[src/rtl/status_reg.sv]
// 6502 processor status (P) register: ALU flag capture, flag instructions,
// PLP/RTI loads, push formatting and the one-cycle-late interrupt mask.
module status_reg #(
    parameter logic [7:0] RESET_FLAGS = 8'b0011_0100
) (
    input  logic       clk,
    input  logic       reset,
    input  logic       alu_zero,
    input  logic       alu_negative,
    input  logic       alu_overflow,
    input  logic       alu_c_out,
    input  logic [3:0] alu_flag_en,
    input  logic [2:0] flag_op,
    input  logic       load_en,
    input  logic [7:0] load_data,
    input  logic       irq_entry,
    input  logic       push_brk,
    output logic [7:0] p,
    output logic [7:0] p_push,
    output logic       c_flag,
    output logic       bcd,
    output logic       irq_mask
);

    localparam logic [2:0] OP_CLC = 3'd1;
    localparam logic [2:0] OP_SEC = 3'd2;
    localparam logic [2:0] OP_CLI = 3'd3;
    localparam logic [2:0] OP_SEI = 3'd4;
    localparam logic [2:0] OP_CLV = 3'd5;
    localparam logic [2:0] OP_CLD = 3'd6;
    localparam logic [2:0] OP_SED = 3'd7;

    logic n_q, v_q, d_q, i_q, z_q, c_q;
    logic n_d, v_d, d_d, i_d, z_d, c_d;
    logic irq_mask_q, irq_mask_d;

    // Bits 5/4 of a popped byte have no storage; they are dropped on load.
    logic unused_load_bits;
    assign unused_load_bits = ^load_data[5:4];

    always_comb begin
        n_d        = n_q;
        v_d        = v_q;
        d_d        = d_q;
        i_d        = i_q;
        z_d        = z_q;
        c_d        = c_q;
        irq_mask_d = i_q;

        // Lowest priority first; later assignments override earlier ones.
        if (alu_flag_en[0]) c_d = alu_c_out;
        if (alu_flag_en[1]) z_d = alu_zero;
        if (alu_flag_en[2]) v_d = alu_overflow;
        if (alu_flag_en[3]) n_d = alu_negative;

        case (flag_op)
            OP_CLC:  c_d = 1'b0;
            OP_SEC:  c_d = 1'b1;
            OP_CLI:  i_d = 1'b0;
            OP_SEI:  i_d = 1'b1;
            OP_CLV:  v_d = 1'b0;
            OP_CLD:  d_d = 1'b0;
            OP_SED:  d_d = 1'b1;
            default: ;
        endcase

        if (irq_entry) i_d = 1'b1;

        if (load_en) begin
            n_d = load_data[7];
            v_d = load_data[6];
            d_d = load_data[3];
            i_d = load_data[2];
            z_d = load_data[1];
            c_d = load_data[0];
        end
    end

    always_ff @(posedge clk) begin
        if (reset) begin
            n_q        <= RESET_FLAGS[7];
            v_q        <= RESET_FLAGS[6];
            d_q        <= RESET_FLAGS[3];
            i_q        <= RESET_FLAGS[2];
            z_q        <= RESET_FLAGS[1];
            c_q        <= RESET_FLAGS[0];
            irq_mask_q <= 1'b1;
        end else begin
            n_q        <= n_d;
            v_q        <= v_d;
            d_q        <= d_d;
            i_q        <= i_d;
            z_q        <= z_d;
            c_q        <= c_d;
            irq_mask_q <= irq_mask_d;
        end
    end

    // p_push reflects pre-update state so BRK pushes I before irq_entry sets it.
    assign p        = {n_q, v_q, 1'b1, 1'b1, d_q, i_q, z_q, c_q};
    assign p_push   = {n_q, v_q, 1'b1, push_brk, d_q, i_q, z_q, c_q};
    assign c_flag   = c_q;
    assign bcd      = d_q;
    assign irq_mask = irq_mask_q;

endmodule

[config.mk]
export PLATFORM = sky130hd
export DESIGN_NAME = status_reg
export DESIGN_NICKNAME = d
export VERILOG_FILES = /design/src/rtl/status_reg.sv
export SDC_FILE = /design/constraint.sdc
export NUM_CORES = 1
export LEC_CHECK = 0
export CAP_MARGIN = 15
export CORE_MARGIN = 3
export CORE_UTILIZATION = 29
export DETAILED_ROUTE_END_ITERATION = 7
export PLACE_DENSITY_LB_ADDON = 0.12
export SETUP_SLACK_MARGIN = 0.5
export SKIP_LAST_GASP = 1
export SYNTH_ARGS = -nofsm -noshare
export SYNTH_HDL_FRONTEND = slang
export SYNTH_SLANG_ARGS = --single-unit
[constraint.sdc]
create_clock -name clk -period 1.19 [get_ports clk]
set_clock_uncertainty 0.1 [all_clocks]
set_input_delay 0.238 -clock clk [delete_from_list [all_inputs] [get_ports clk]]
set_output_delay 0.238 -clock clk [all_outputs]
set_load 0.1 [all_outputs]
==> results of run 1 <==
## registers in the layout, summed over array words and instances, names as in the netlist
register  count
c_flag        1
n_q           1
z_q           1
i_q           1
bcd           1
irq_mask      1
v_q           1
## final timing paths
kind | start | to | slack (ps) | cells after the start
worst max-delay path | i_q | p[2] | -40 | 2
worst min register to register | i_q | irq_mask | 510 | 2
worst min-delay path | reset | i_q | 260 | 2
worst max register to register | i_q | i_q | 20 | 4
## worst max-delay path, stage by stage (launching register included)
cell	delay, ps
dfxtp_4	350
buf_6	120
buf_12	170
## routing by layer
metal | vias to the layer above | track usage [%] | routed length (um)
li1 | 235 | - | -
met1 | 204 | 14.3 | 423
met2 | 30 | 22.5 | 686
met3 | 2 | 7.11 | 179
met4 | 0 | 3.41 | 10
met5 | - | 0 | 0
## report_power, final
part	switching (mW)	internal, mW
Clock	0.0920	0.128
Sequential	0.0289	0.245
Combinational	0.354	0.218
Total	0.475	0.592
## metrics by stage
step / utilization, % / hold slack, ps / cell area, um^2 / power (mW) / setup TNS (ps)
after global routing: 70.7 / 297 / 988 / 1.11 / -335
after CTS: 69.4 / 264 / 971 / 1.07 / -90.1
after global placement: 67.8 / 378 / 948 / 0.849 / -1540
after floorplan: - / 197 / 664 / 0.739 / 0
final: 70.7 / 264 / 988 / 1.07 / -78.3
after detailed placement: 67.8 / 378 / 948 / 0.854 / -1720
## repair_timing
action / 4_1_cts / 5_1_grt
setup endpoints to repair: 22 / 22
gates resized for setup: 16 / 4
endpoints found under the hold margin: 0 / 0
pin swaps: 10 / 8
## final cells by class
type                            instances  share of cell area (%)
Multi-Input combinational cell         34                    23.0
Sequential cell                         7                    16.8
Tap cell                               15                    1.90
Clock buffer                            4                    2.66
Timing Repair Buffer                   42                    55.2
Inverter                                1                   0.380
## cell families after synthesis
logic type | after synthesis | share of synthesized area (%)
flops | 7 | 30.4
other cells | 1 | 0.812
simple gates | 15 | 16.0
mux | 4 | 8.67
compound gates | 12 | 16.3
buf+inv | 18 | 27.9
## cells in the final DEF, fill, tap and decap left out, types with 2 or more instances in the layout
cell type,instances
buf_12,15
dlygate4sd2_1,11
dfxtp_4,7
clkdlybuf4s50_1,7
nor2_1,6
buf_4,6
a21oi_1,5
nor2b_1,4
mux2i_1,3
conb_1,3
clkbuf_4,3
a21boi_2,2
o21ai_1,2
==> impl_results.md, run 1 <==
- Status: finished, violations left
- Violated checks: design-rule violations, negative setup slack
- Routed Antenna Nets: 0
- Pre-Repair DR Iteration Count: 7
- Final wirelength: 1.30 mm
- Critical Path AT: 890 ps
- Pleak: 0.436 nW
- IO Pins: 43
- VDD IR max: 0.691 mV
- Count leader, synth: buf_4
- Register area share after synthesis: 30.4%
- Placed cells: 99
- Hold Path Class: primary input to flip-flop
- CTS Hold Bufs: 0
- CTS Buf Count: 3
- RSZ-0062 raised after global routing: true
- Antenna fix cells: 0
- YS warnings: 0
- Largest net degree at the start of global routing: 9
- Register bit total from synthesis: 7
- Clk_lat worst skew: 250 ps
- Congestion Overflow GR: 0
- Fillers: 109
- Row cnt: 13
- IO buf count: 35
- First DRT Iteration DRCs: 8
- Initial Util: 33.0%
- Pwr dens: 1080 nW/um^2
- Final Hold Viols: 0
- DP Worst Slack: -327 ps
- Tcrit/Tclk final: 103%
- Tmin final: 1230 ps
- Post-synth cell types: 20
- Final setup viols: 2
- Multi-input gate area: 228 um^2
- Chip width: 45.9 um
- Cell Area, Synth: 462 um^2
- Initial antenna violation count: 0
- Die Span Y: 45.9 um
- Area grow syn2layout: 114%
- Worst setup EP type: primary output
- Tot GR Track Use: 13.3%
- Vias: 471
- Clk buf depth: 2
- Global placer's final weighted congestion: 0.703
- Post-synth EDFFs: 0
- Synth cell count leaders: buf_4 (16), dfxtp_1 (7), nor2_1 (6), a21oi_1 (5)
- Vias in the first global route: 426
- Core area: 1400 um^2
- Worst Path Required: 850 ps
- Largest area contributor in the netlist: dfxtp_1
- Max FO, Critical Path: 3
- H-tree levels: 1
- Final-report max-slew violation count: 0
- Number of remaining DRC errors: 1
- Final nets: 113
- Detailed-route wire length per cell: 12.6 um
- Asr flop ratio synth: 0%
- Synth Flop Type: dfxtp_1
- Clock root buffer: clkbuf_4
- Post-CTS setup buffer count: 0
- HPWL after detailed placement: 1.06 mm
- Worst Setup Path Type: flip-flop to primary output
- Clock slew seen by the registers of the worst setup and hold paths: 60 ps
- Share of cells above drive strength 1: 42.0%
- Register area: 166 um^2
- Vias/cell: 4.57
- Maximum clock frequency: 0.814 GHz
- CTS tree: built
- Final WS setup: -39.2 ps
- Syn_area_per_cell: 8.10 um^2
- Max Cap Viol: 0
- Synth top area share: 30.4%
- Top cells by area, synth: dfxtp_1 (30%), buf_4 (26%), mux2i_1 (8.7%), a21oi_1 (5.4%), nor2b_1 (5.4%)
- First-pass GRT wire length: 1.94 mm
- Worst setup SP type: flip-flop
- Clock sinks: 7
- Die ar.: 2110 um^2
- Fin cells: 103
- Cells after synthesis: 57
No activity file was read; power rests on OpenSTA's default activity.
==> inputs of run 2 (changes only) <==
==> constraint.sdc (replaced) <==
create_clock -name clk -period 1.4 [get_ports clk]
set_clock_uncertainty 0.1 [all_clocks]
set_input_delay 0.28 -clock clk [delete_from_list [all_inputs] [get_ports clk]]
set_output_delay 0.28 -clock clk [all_outputs]
set_load 0.1 [all_outputs]
==> impl_results.md, run 2 (synthesized netlist as in run 1, its figures left out) <==
- Pleak: 0.419 nW (-4.0%)
- Final Hold Viols: 0 (unchanged)
- IO Pins: 43 (unchanged)
- Area grow syn2layout: 107%
- Maximum clock frequency: 0.824 GHz
- CP max-delay cell: dfxtp_4
- VDD IR max: 0.516 mV (-25%)
- Hold Path Class: primary input to flip-flop
- Tot GR Track Use: 13.1% (-0.24 points)
- Final Power: 0.897 mW (-16%)
- R2R cell count: 5 (+1)
- Worst setup SP type: flip-flop
- Number of remaining DRC errors: 0 (-1)
- Routed Antenna Nets: 0 (unchanged)
- HP Start: reset
- Congestion Overflow GR: 0 (unchanged)
- Crit path largest cell delay: 390 ps (+40 ps)
- RSZ-0062 raised after global routing: true
- Max FO, Critical Path: 4 (+1)
- Clk_lat worst skew: 260 ps (about the same)
- First DRT Iteration DRCs: 3 (-5)
- Pre-Repair DR Iteration Count: 4 (-3)
- Die Span Y: 45.9 um (unchanged)
- Clock root buffer: clkbuf_4
- Most frequent cells in the layout: buf_12 (15), dlygate4sd2_1 (11), dfxtp_4 (7), clkdlybuf4s50_1 (7)
- Tmin final: 1210 ps
- IO buf count: 35 (unchanged)
- Detailed-route wire length per cell: 11.2 um (-11%)
- CP cell instances: buf_12
- Worst r2r dst: c_flag
- H-tree levels: 1 (unchanged)
- Die ar.: 2110 um^2 (unchanged)
- GR met2 Demand/Resource: 21.4% (-1.1 points)
- Clock slew seen by the registers of the worst setup and hold paths: 50 ps (about the same)
- Final wirelength: 1.15 mm (-12%)
- Worst Setup Path Type: flip-flop to primary output
- Status: finished, final reports clean
- Global placer's final weighted congestion: 0.728 (+3.6%)
- Final setup viols: 0 (-2)
- Worst Path Required: 1020 ps (+170 ps)
- Largest net degree at the start of global routing: 8 (-1)
- First-pass GRT wire length: 1.91 mm (-1.4%)
- Setup_tns: 0 ps (+78.3 ps)
- Pwr dens: 940 nW/um^2 (-13%)
- Tcrit/Tclk final: 86.7%
- GRT busiest layer: met2
- Chip width: 45.9 um (unchanged)
- GRT met3 Usage: 7.51% (+0.40 points)
- Vias: 462 (-1.9%)
- Antenna fix cells: 0 (unchanged)
- Row cnt: 13 (unchanged)
- Met1 GRT Util: 13.6% (-0.70 points)
- CP top delay family: flip-flops
- Clock sinks: 7 (unchanged)
- CTS tree: built
- Share of cells above drive strength 1: 43.7% (+1.6 points)
- R2R setup slack: 240 ps (+220 ps)
- Core area: 1400 um^2 (unchanged)
- Worst hold path cell count: 2 (unchanged)
- Final-report max-slew violation count: 0 (unchanged)
- Max Cap Viol: 0 (unchanged)
- Critical Path AT: 830 ps (-60 ps)
- HPWL after detailed placement: 998 um (-5.7%)
- Vias/cell: 4.53 (-0.95%)
- Initial antenna violation count: 0 (unchanged)
- Commonest non-fill, non-tap cell in the layout: buf_12
- Initial Util: 33.0% (unchanged)
- Final nets: 112 (-0.88%)
- CTS Buf Count: 3 (unchanged)
- Worst setup EP type: primary output
- CTS Hold Bufs: 0 (unchanged)
- Worst path bufs/invs: 1 (-1)
- Vias in the first global route: 443 (+4.0%)
- Clk buf depth: 2 (unchanged)
- FF-to-FF Start: c_flag
- Hold EP: n_q
run 2: cell types whose count changed in the layout (fill, tap and decap cells not counted), sizes merged:
cell and delta:
buf -1, clkbuf +2, clkdlybuf4s15 -1, dlymetal6s2s -1
run 2: area by class of cell:
type | count | area [um^2]
well taps | 15 | 18.8
multi-input cells | 34 | 218
flip-flops and latches | 7 | 166
fillers | 117 | 444
inverters | 1 | 3.75
repair buffers | 41 | 522
clock buffers | 4 | 26.3
run 2: through the flow:
stage                     setup slack, ps  hold WS (ps)  instances  instance area, um^2  util, %
after floorplan                       215           239         59                  636        -
after global placement               -130           415         97                  931     66.5
after detailed placement             -194           422         97                  931     66.5
after CTS                             174           287        101                  942     67.4
after global routing                  153           311        102                  955     68.2
final                                 186           300        102                  955     68.2
run 2: report_power, final:
part / switching (mW) / internal [mW] / leakage (nW)
sequential: 0.0251 / 0.209 / 0.0610
combinational: 0.296 / 0.179 / 0.343
clock: 0.0793 / 0.109 / 0.0150
total: 0.401 / 0.497 / 0.419
run 2: worst max-delay path by stage:
stage | startpoint | endpoint | slack (ps) | depth (start not counted)
2_1_floorplan | c_flag | c_flag | 210 | 4
3_3_place_gp | flag_op[0] | i_q | -130 | 5
3_5_place_dp | flag_op[0] | i_q | -190 | 5
4_1_cts | bcd | p_push[3] | 170 | 1
5_1_grt | c_flag | p[0] | 150 | 1
6_report | bcd | p_push[3] | 190 | 1
run 2: per-layer routing:
layer,part of all wire (%),wire length (um)
met1,37,421
met2,50,569
met5,0,0
met3,13,144
met4,1.0,12
run 2: what timing repair did:
action / 4_1_cts / 5_1_grt
endpoints found under the setup margin: 22 / 21
gates resized for setup: 15 / 6
setup buffers: 0 / 1
pin swaps: 8 / 8
